==> src/rtl/servant_uart_ctrl.sv <==
// Wishbone-side control for a byte UART transmitter: TX FIFO, status/control
// registers and a start/wait handshake with the transmitter.
module servant_uart_ctrl #(
  parameter int unsigned DEPTH          = 8,
  parameter string       RESET_STRATEGY = ""
) (
  input  logic        i_wb_clk,
  input  logic        i_wb_rst,
  input  logic [1:0]  i_wb_adr,
  input  logic [31:0] i_wb_dat,
  input  logic        i_wb_we,
  input  logic        i_wb_cyc,
  output logic [31:0] o_wb_rdt,
  output logic        o_wb_ack,
  output logic        o_tx_active,
  output logic [7:0]  o_tx_data,
  input  logic        i_tx_done
);

  localparam int unsigned AW = $clog2(DEPTH);
  localparam int unsigned CW = AW + 1;

  typedef enum logic [1:0] {IDLE, START, WAIT} state_t;

  state_t        state;
  logic [7:0]    mem [DEPTH];
  logic [AW-1:0] wr_ptr, rd_ptr;
  logic [CW-1:0] count;
  logic          en, ovf;
  logic          req, full, empty, pop, wr_tx, push, ovf_set, ovf_clr, wr_ctrl;
  logic [31:0]   rdata;
  logic          unused_dat;

  assign unused_dat = ^i_wb_dat[31:8];

  assign req     = i_wb_cyc & ~o_wb_ack;
  assign full    = (count == CW'(DEPTH));
  assign empty   = (count == '0);
  assign pop     = (state == IDLE) & en & ~empty;
  assign wr_tx   = req & i_wb_we & (i_wb_adr == 2'd0);
  // A full FIFO still accepts a byte when the head leaves on the same edge.
  assign push    = wr_tx & (~full | pop);
  assign ovf_set = wr_tx & full & ~pop;
  assign wr_ctrl = req & i_wb_we & (i_wb_adr == 2'd2);
  assign ovf_clr = wr_ctrl & i_wb_dat[1];

  always_comb begin
    rdata = '0;
    case (i_wb_adr)
      2'd1: begin
        rdata[0]    = empty;
        rdata[1]    = full;
        rdata[2]    = (state != IDLE);
        rdata[3]    = ovf;
        rdata[11:8] = 4'(count);
      end
      2'd2:    rdata[0] = en;
      default: rdata = '0;
    endcase
  end

  always_ff @(posedge i_wb_clk) begin
    if (push) mem[wr_ptr] <= i_wb_dat[7:0];
  end

  always_ff @(posedge i_wb_clk or posedge i_wb_rst) begin
    if (i_wb_rst) begin
      state       <= IDLE;
      wr_ptr      <= '0;
      rd_ptr      <= '0;
      count       <= '0;
      ovf         <= 1'b0;
      en          <= 1'b1;
      o_tx_active <= 1'b0;
      o_tx_data   <= '0;
      o_wb_rdt    <= '0;
    end else begin
      if (push) wr_ptr <= wr_ptr + 1'b1;
      if (pop)  rd_ptr <= rd_ptr + 1'b1;
      case ({push, pop})
        2'b10:   count <= count + 1'b1;
        2'b01:   count <= count - 1'b1;
        default: count <= count;
      endcase

      if (ovf_set)      ovf <= 1'b1;
      else if (ovf_clr) ovf <= 1'b0;
      if (wr_ctrl) en <= i_wb_dat[0];
      if (req) o_wb_rdt <= rdata;

      o_tx_active <= 1'b0;
      case (state)
        IDLE: if (pop) begin
          state       <= START;
          o_tx_active <= 1'b1;
          o_tx_data   <= mem[rd_ptr];
        end
        START:   state <= WAIT;
        WAIT:    if (i_tx_done) state <= IDLE;
        default: state <= IDLE;
      endcase
    end
  end

  if (RESET_STRATEGY != "NONE") begin : g_ack_rst
    always_ff @(posedge i_wb_clk or posedge i_wb_rst) begin
      if (i_wb_rst) o_wb_ack <= 1'b0;
      else          o_wb_ack <= i_wb_cyc & ~o_wb_ack;
    end
  end else begin : g_ack_norst
    always_ff @(posedge i_wb_clk) begin
      o_wb_ack <= i_wb_cyc & ~o_wb_ack;
    end
  end

endmodule

==> config.mk <==
export PLATFORM = sky130hd
export DESIGN_NAME = servant_uart_ctrl
export DESIGN_NICKNAME = d
export VERILOG_FILES = /design/src/rtl/servant_uart_ctrl.sv
export SDC_FILE = /design/constraint.sdc
export NUM_CORES = 1
export LEC_CHECK = 0
export ABC_AREA = 1
export CAP_MARGIN = 20
export CORE_MARGIN = 10
export CORE_UTILIZATION = 56
export DETAILED_ROUTE_END_ITERATION = 8
export PLACE_DENSITY_LB_ADDON = 0.1
export SYNTH_ARGS = -nofsm -noshare
export SYNTH_HDL_FRONTEND = slang
export SYNTH_SLANG_ARGS = --single-unit
==> constraint.sdc <==
create_clock -name i_wb_clk -period 5.35 [get_ports i_wb_clk]
set_input_delay 0.535 -clock i_wb_clk [delete_from_list [all_inputs] [get_ports i_wb_clk]]
set_output_delay 0.535 -clock i_wb_clk [all_outputs]
set_load 0.005 [all_outputs]
==> flow_summary.toml <==
[clock_network]
clock_latency_ns = 0.36
cts.path.max_buffers = 2
path_clk_slew_ns = 0.09
cts-root-buf = "clkbuf_8"
post_cts_resized = 0
cts_setup_buffers = 0
cts_num_sinks = 96
htreeDepth = 3
cts_tree = "built"
holdBufCountCts = 0
tritoncts.num_buffers = 9

[setup_path]
worstSetupEndpointType = "flip-flop"
max_stage_delay_ns = 0.71
worstPathRequired_ns = 5.33
cp_slowest_cell = "nor2_1"
path_delay_family = "simple AND/OR/NAND/NOR gates"
crit_buf_inv = 3
start_kind = "input port"
crit_type = "input port to flip-flop"
critical_path_arrival_ns = 2.66
path_common_cell = "inv_1"
crit_fanout = 8
worstPathCellList = "clkdlybuf4s50_1 -> inv_1 -> ha_1 -> nand4_2 -> inv_1 -> nand2_2 -> or2_1 -> nor2_1"

[yosys]
ys_types = 37
netlist_top_cells_area = "edfxtp_1 46%, dfrtp_1 19%, nand2_1 4.6%, buf_4 4.3%, nor2_1 3.5%"
yosysWarnings = 0
post-synth-top-area-fraction = 0.461
synth_cells = 350
synth.most_common_cell = "edfxtp_1"
synth_edf_count = 64
synth_ff_type = "edfxtp_1"
synth_area_um2 = 4170
ys_seq_elements = 96
syn_area_per_cell_um2 = 11.9
ys_seq_area_frac = 0.653
ys_async_sr_fraction = 0.333
synth_commonest_cells = "64 x edfxtp_1, 51 x nand2_1, 39 x nor2_1"
synth_top_area_cell = "edfxtp_1"

[cells_and_area]
drive_gt1_frac = 0.103
antenna_cells = 0
post-route-util = 0.652
area_delta_synth_final_pct = 13.4
fillCellCount = 573
final-seq-area_um2 = 2720
multi_input_area_um2 = 1210
final_cell_count_no_fill = 489
layout.nets = 430

[routing]
vias = 2556
drtAntennaViolNets = 0
drtIter0Drc = 141
route.detailed.drc = 0
wire_per_inst_um = 16.0
first_pass_iters = 4
finalWirelength_mm = 7.80
viasPerCell = 5.23

[timing]
period_share = 0.500
final.setup_skew_ns = 0.0134
setup_violations = 0
worst_pin_slew_ns = 1.02
final.min_clock_period_ns = 2.68
relSlewSlack = 0.319
rsz0062_at_grt = "false"
fin_tns_setup_ns = 0
clock.fmax_mhz = 374
drv_slew = 0
timing.final.hold_violations = 0

[place]
placed_cells = 473
gp_congestion = 0.771
port-buffer-count = 32
dp_hpwl_mm = 5.08

[min_path]
hold_path.class = "flip-flop to flip-flop"

[global_routing]
antenna_found_initial = 0
grt_pass1_wl_mm = 12.7
grt_max_degree = 35
grt_overflow_total = 0
grt_pass1_vias = 2461
grt.total_usage = 0.143

[die]
pin_count = 81
initial_core_util = 0.575
coreArea_um2 = 7250
die-height_um = 106
die_area_um2 = 11300
rows = 31
die-width_um = 106

[power]
power_density_nw_per_um2 = 478
vdd_ir_drop_max_mv = 0.205
p_leak_nw = 1.90
totalPowerFinal_mw = 2.26

[job]
maxCapViolations = 0

[run_status]
outcome = "complete, no violations"
layout by cell type (no fill, tap or decap), drive strengths merged, types with 2 or more instances in the layout:
cell type	netlist	routed
buf	28	4
bufinv	0	2
clkbuf	7	9
clkdlybuf4s50	0	32
clkinv	1	4
conb	1	24
dfrtp	31	31
edfxtp	64	64
ha	6	6
inv	24	26
mux2i	8	8
nand2	58	58
nand3	9	9
nand4	2	2
nor2	42	42
nor3	4	4
o211ai	8	8
o21ai	27	27
o221ai	8	8
o32ai	8	8
or2	2	2
xor2	6	6
flip-flops by register name, summed over array words and instances, names as in the netlist, 2 cells and up:
register	flops
wr_ptr	3
o_wb_rdt	8
mem	64
count	4
state	2
o_tx_data	8
rd_ptr	3
cell families (layout without fill, tap and decap cells):
kind of cell	Yosys count	after routing	synth area share
flops	96	96	0.653
buf+inv	60	77	0.0768
simple gates	117	117	0.130
fa+ha+maj	6	6	0.0180
other cells	1	24	0.000899
mux	8	8	0.0192
xor+xnor	6	6	0.0126
compound gates	56	56	0.0891
metrics by stage:
stage          setup WS (ns)  hold slack (ns)  cell area [um^2]
6_report                2.67            0.484              4730
5_1_grt                 2.43            0.513              4730
4_1_cts                 2.63            0.490              4730
3_5_place_dp            2.25            0.466              4510
3_3_place_gp            2.28            0.463              4510
2_1_floorplan           3.08            0.471              4260
worst paths after layout:
check / depth (start not counted) / start / slack [ns] / end
min: 2 / o_tx_data[6]$_DFFE_PP0P_ / 0.48 / o_tx_data[6]$_DFFE_PP0P_
max: 8 / i_wb_adr[0] / 2.67 / mem[0][2]$_DFFE_PP_
max reg2reg: 6 / en$_DFFE_PP1N_ / 2.92 / mem[0][2]$_DFFE_PP_
min reg2reg: 2 / o_tx_data[6]$_DFFE_PP0P_ / 0.48 / o_tx_data[6]$_DFFE_PP0P_
min in group asynchronous: 3 / i_wb_rst / 0.55 / o_tx_data[2]$_DFFE_PP0P_
max in group asynchronous: 3 / i_wb_rst / 4.47 / en$_DFFE_PP1N_
where the power goes:
| group | total [mW] | switching, mW | internal [mW] |
|---|---|---|---|
| Clock | 0.524 | 0.255 | 0.269 |
| Combinational | 0.752 | 0.445 | 0.307 |
| Sequential | 0.988 | 0.0968 | 0.891 |
worst min-delay path, cell delays in order (launching register included):
cell and delay, ns:
dfrtp_1 0.35, nand2_1 0.05, nand2_1 0.05
cell type report:
type,count,share of cell area
clock buffer,9,0.0262
clock inverter,7,0.0217
inverter,25,0.0198
multi-input combinational,217,0.256
sequential,96,0.576
tap,99,0.0262
timing repair buffer,36,0.0740
layer usage:
metal | up-vias | share of wire | GRT usage
li1 | 1238 | - | -
met1 | 1215 | 0.45 | 0.188
met2 | 90 | 0.44 | 0.214
met3 | 13 | 0.096 | 0.0447
met4 | 0 | 0.019 | 0.0600
met5 | - | 0 | 0
No activity file was read; power rests on OpenSTA's default activity.
